<file path="src/rtl/euler_accumulator.sv">
// Accumulator stage of the Euler update: q = narrow(y_init + sum of NumTerms signed products).
// Optional macro ACC_SAT_EN: saturate the narrowed result and flag ovf; otherwise wrap, ovf = 0.
module euler_accumulator #(
   parameter int Size      = 8,
   parameter int NumTerms  = 4,
   parameter int GuardBits = 3
) (
   input  logic            clk,
   input  logic            rst_sync,
   input  logic            start,
   input  logic [Size-1:0] y_init,
   input  logic            done_mul_in,
   input  logic [Size-1:0] d,
   output logic            busy,
   output logic            done_acc,
   output logic [Size-1:0] q,
   output logic            ovf
);
   localparam int AccW = Size + GuardBits;
   localparam int CntW = (NumTerms > 1) ? $clog2(NumTerms) : 1;
   localparam logic [CntW-1:0] LastCnt = CntW'(NumTerms - 1);

   typedef enum logic [1:0] {IDLE, ACCUM, DONE} state_t;

   state_t                 state, state_d;
   logic signed [AccW-1:0] acc, acc_d;
   logic signed [AccW-1:0] y_ext, d_ext;
   logic [CntW-1:0]        count, count_d;
   logic [Size-1:0]        q_d, res_narrow;
   logic                   ovf_d, ovf_narrow, done_d, busy_d;

   assign y_ext = {{GuardBits{y_init[Size-1]}}, y_init};
   assign d_ext = {{GuardBits{d[Size-1]}}, d};

`ifdef ACC_SAT_EN
   localparam logic signed [AccW-1:0] MaxVal = AccW'((2 ** (Size - 1)) - 1);
   localparam logic signed [AccW-1:0] MinVal = AccW'(-(2 ** (Size - 1)));

   always_comb begin
      res_narrow = acc[Size-1:0];
      ovf_narrow = 1'b0;
      if (acc > MaxVal) begin
         res_narrow = MaxVal[Size-1:0];
         ovf_narrow = 1'b1;
      end else if (acc < MinVal) begin
         res_narrow = MinVal[Size-1:0];
         ovf_narrow = 1'b1;
      end
   end
`else
   assign res_narrow = acc[Size-1:0];
   assign ovf_narrow = 1'b0;
`endif

   // NOTE: every signal written here gets a default first, so no path leaves it unassigned and no latch is inferred.
   always_comb begin
      state_d = state;
      acc_d   = acc;
      count_d = count;
      q_d     = q;
      ovf_d   = ovf;
      done_d  = 1'b0;
      case (state)
         IDLE: begin
            if (start) begin
               acc_d   = y_ext;
               count_d = '0;
               state_d = ACCUM;
            end
         end
         ACCUM: begin
            if (done_mul_in) begin
               acc_d   = acc + d_ext;
               count_d = count + 1'b1;
               if (count == LastCnt) state_d = DONE;
            end
         end
         DONE: begin
            q_d     = res_narrow;
            ovf_d   = ovf_narrow;
            done_d  = 1'b1;
            state_d = IDLE;
         end
         default: state_d = IDLE;
      endcase
      busy_d = (state_d != IDLE);
   end

   // NOTE: state uses non-blocking assignments so every register samples pre-edge values.
   always_ff @(posedge clk) begin
      if (rst_sync) begin
         state    <= IDLE;
         acc      <= '0;
         count    <= '0;
         q        <= '0;
         ovf      <= 1'b0;
         done_acc <= 1'b0;
         busy     <= 1'b0;
      end else begin
         state    <= state_d;
         acc      <= acc_d;
         count    <= count_d;
         q        <= q_d;
         ovf      <= ovf_d;
         done_acc <= done_d;
         busy     <= busy_d;
      end
   end
endmodule
</file>
<file path="config.mk">
export PLATFORM = sky130hd
export DESIGN_NAME = euler_accumulator
export DESIGN_NICKNAME = d
export VERILOG_FILES = /design/src/rtl/euler_accumulator.sv
export SDC_FILE = /design/constraint.sdc
export NUM_CORES = 1
export LEC_CHECK = 0
export CAP_MARGIN = 20
export CORE_MARGIN = 4
export CORE_UTILIZATION = 35
export CTS_BUF_LIST = sky130_fd_sc_hd__clkbuf_8
export CTS_CLUSTER_DIAMETER = 30
export DETAILED_ROUTE_END_ITERATION = 6
export PLACE_DENSITY = 0.68
export SETUP_SLACK_MARGIN = 0.4
export SYNTH_ARGS = -nofsm -noshare
export SYNTH_HDL_FRONTEND = slang
export SYNTH_SLANG_ARGS = --single-unit
export TNS_END_PERCENT = 100
</file>
<file path="constraint.sdc">
create_clock -name clk -period 2.4 [get_ports clk]
set_input_delay 0.48 -clock clk [delete_from_list [all_inputs] [get_ports clk]]
set_output_delay 0.48 -clock clk [all_outputs]
set_load 0.1 [all_outputs]
</file>
==> flow_summary.json <==
{
  "p_leak_nw": 0.678,
  "period_minus_slack_ns": 1.91,
  "yosys_warnings": 0,
  "place_area_sq_um": 1500,
  "crit_path_top_delay_cell": "sky130_fd_sc_hd__clkdlybuf4s50_1",
  "final_area_sq_um": 1660,
  "synthesis.nets": 176,
  "place_inst": 215,
  "synthDistinctLibCells": 41,
  "post_placement_setup_slack_ns": -0.105,
  "starting_density_of_the_core_pct": 38.1,
  "cp_cell_sequence": "clkdlybuf4s50_1, ha_2, a21o_1, or3_4, a31o_1, a31oi_1",
  "final.setup.worst_slack_ns": 0.487,
  "vias": 1118,
  "maxClockFrequency_mhz": 523,
  "rows": 20,
  "clock-sinks": 22,
  "r2r_setup_slack_ns": 0.57,
  "cp.required_ns": 2.58,
  "synthCells": 147,
  "postRouteWirelength_um": 2770,
  "grt_start_max_net_pins": 19,
  "pin_count": 31,
  "synth-seq-cells": 22,
  "clock-root-buffer": "sky130_fd_sc_hd__clkbuf_8",
  "floorplan.die_area_sq_um": 4430,
  "grt_overflow": 0,
  "detail_route.vias_per_cell": 4.97,
  "wire_length_of_the_first_global_routing_pass_um": 4780,
  "worst_pin_slew_ns": 0.517,
  "clkSlewWorstSetupHoldPaths_ns": 0.07,
  "synth_edf_count": 0,
  "worst_path_dominant_cell_family": "compound AO/OA/AOI/OAI gates",
  "crit_path_start_kind": "primary input",
  "drc": 0,
  "drv.max_cap_violation_count": 0,
  "place.detailed.hpwl_um": 2160,
  "grtUsageTotal_pct": 13.8,
  "first_global_vias": 1087,
  "wl_per_cell_um": 12.3,
  "powerDensity_nw_per_um2": 511,
  "cp.buffers_inverters": 1,
  "first_pass_iters": 4,
  "synth_flop_cell": "sky130_fd_sc_hd__dfxtp_1",
  "skew_ns": 0.00368,
  "report.power.total_w": 0.000849,
  "die_width_um": 66.6,
  "cts_max_level": 1,
  "synth_async_sr_flop_share_pct": 0,
  "setup_viol": 0,
  "num-nets-final": 212,
  "antenna_found_initial": 0,
  "yosysSeqAreaShare_pct": 36.7,
  "count_of_inserted_antenna_diode_cells": 0,
  "final-hold-violation-count": 0,
  "cts_buffers": 3,
  "antenna_left": 0,
  "core_region_area_sq_um": 3150,
  "port_buffers": 29,
  "grt_setup_unrepaired": "false",
  "avgSynthCellArea_sq_um": 8.16,
  "cts_tree": "built",
  "timing_worst_setup_path_type": "primary input to flop",
  "cts_max_path_buffers": 2,
  "critPathMaxStageDelay_ns": 0.47,
  "finalMaxSlewViolations": 0,
  "cp_data_arrival_time_ns": 2.10,
  "status": "complete, no violations",
  "synthesis.area_sq_um": 1200,
  "first_iter_violations": 38,
  "worstPathMaxFanout": 6,
  "areaGrowthSynthToFinish_pct": 38.5,
  "number_of_cells_in_the_finished_layout_apart_from_fillers": 225,
  "min-delay-path-class": "flop to flop",
  "irDropWorstVdd_mv": 0.221,
  "die_h_um": 66.6,
  "layout_cells_sized_above_1_pct": 20.4,
  "final_min_period_over_clock_period_pct": 79.7,
  "final_tns_setup_ns": 0,
  "max-slew-margin-rel_pct": 64.5,
  "clock_latency_ns": 0.25,
  "cp_endpoint_kind": "flop",
  "place_congestion": 0.770
}
## cell type report
type | count | area (sq um)
clock buffers | 3 | 41.3
fillers | 325 | 1490
inverters | 5 | 18.8
multi-input cells | 112 | 764
flip-flops and latches | 22 | 440
well taps | 44 | 55.1
repair buffers | 39 | 342
## through the flow
stage	hold WS, ns	utilization (%)
floorplan	0.445	-
global placement	0.445	47.6
detailed placement	0.451	47.6
CTS	0.461	51.0
global route	0.475	52.7
finish	0.458	52.7
## cells by family (layout without fill, tap and decap cells)
logic type               Yosys count  in the layout  synth area share, %
AO/OA/AOI/OAI                     40             40                 22.4
XOR/XNOR                           2              2                 1.46
adder cells (fa/ha/maj)            9              9                 10.0
buffers and inverters             13             47                 5.00
flip-flops                        22             22                 36.7
multiplexers                       1              1                0.834
other                              1              1                0.313
AND/OR/NAND/NOR                   59             59                 23.3
## final timing paths
| kind | from | endpoint | depth (start not counted) |
|---|---|---|---|
| worst max register to register | acc[0] | acc[6] | 8 |
| worst min-delay path | q[0] | q[0] | 2 |
| worst min register to register | q[0] | q[0] | 2 |
| worst max-delay path | d[6] | acc[7] | 6 |
## where the power goes
part | switching [W] | internal (W) | leakage (nW)
registers | 0.0000199 | 0.000383 | 0.180
clock network | 0.000107 | 0.000112 | 0.0216
logic | 0.000113 | 0.000115 | 0.476
## cells in the final DEF (no fill, tap or decap), types with 3 or more instances in the layout
| cell | netlist | routed |
|---|---|---|
| sky130_fd_sc_hd__clkdlybuf4s50_1 | 0 | 14 |
| sky130_fd_sc_hd__dlygate4sd2_1 | 0 | 3 |
| sky130_fd_sc_hd__buf_4 | 3 | 20 |
| sky130_fd_sc_hd__a21oi_1 | 14 | 14 |
| sky130_fd_sc_hd__o21ai_1 | 3 | 3 |
| sky130_fd_sc_hd__dfxtp_1 | 22 | 22 |
| sky130_fd_sc_hd__ha_1 | 8 | 3 |
| sky130_fd_sc_hd__nand3_1 | 4 | 4 |
| sky130_fd_sc_hd__inv_1 | 5 | 3 |
| sky130_fd_sc_hd__nor2_1 | 10 | 10 |
| sky130_fd_sc_hd__ha_4 | 0 | 3 |
| sky130_fd_sc_hd__clkbuf_8 | 0 | 3 |
| sky130_fd_sc_hd__nand2_1 | 28 | 28 |
## tightest hold or removal path, cell delays in order, from the launching register on
cell and delay [ns]:
sky130_fd_sc_hd__dfxtp_1 0.31, sky130_fd_sc_hd__nand2_1 0.05, sky130_fd_sc_hd__a21oi_1 0.05
## sequential cells by signal, summed over array words and instances (netlist names)
signal	count
q	8
done_acc	1
busy	1
state	2
acc	8
count	2
## metal layers
metal,GRT usage (%),share of wire (%),vias to the layer above
met5,0,0,-
met4,5.33,0.79,0
met3,1.85,3.6,2
met2,22.4,46,21
met1,18.3,49,505
li1,-,-,590
## Yosys cell counts, types with 2 or more instances
cell type	count	area (sq um)
sky130_fd_sc_hd__a31oi_1	2	12.5
sky130_fd_sc_hd__o21ai_1	3	15.0
sky130_fd_sc_hd__nor2b_1	3	18.8
sky130_fd_sc_hd__a311oi_1	4	35.0
sky130_fd_sc_hd__nor2_1	10	37.5
sky130_fd_sc_hd__inv_1	5	18.8
sky130_fd_sc_hd__ha_1	8	100
sky130_fd_sc_hd__o21a_1	2	15.0
sky130_fd_sc_hd__nor3_1	2	10.0
sky130_fd_sc_hd__nand4_1	2	12.5
sky130_fd_sc_hd__buf_4	3	22.5
sky130_fd_sc_hd__o21ai_0	2	10.0
sky130_fd_sc_hd__o211ai_1	2	15.0
sky130_fd_sc_hd__nand2b_1	2	12.5
sky130_fd_sc_hd__a21oi_1	14	70.1
sky130_fd_sc_hd__a211oi_1	2	15.0
sky130_fd_sc_hd__nor4b_1	2	17.5
sky130_fd_sc_hd__nand2_1	28	105
sky130_fd_sc_hd__a21o_1	2	15.0
sky130_fd_sc_hd__nand3_1	4	20.0
sky130_fd_sc_hd__clkbuf_1	4	15.0
sky130_fd_sc_hd__dfxtp_1	22	440
## timing repair
item / CTS / global route
buffers inserted: 5 / 2
endpoints found under the setup margin: 3 / 5
pin swaps: 12 / 9
gates cloned: 0 / 0
hold buffers: 0 / 0
gates resized for setup: 10 / 7
No activity file was read; power rests on OpenSTA's default activity.
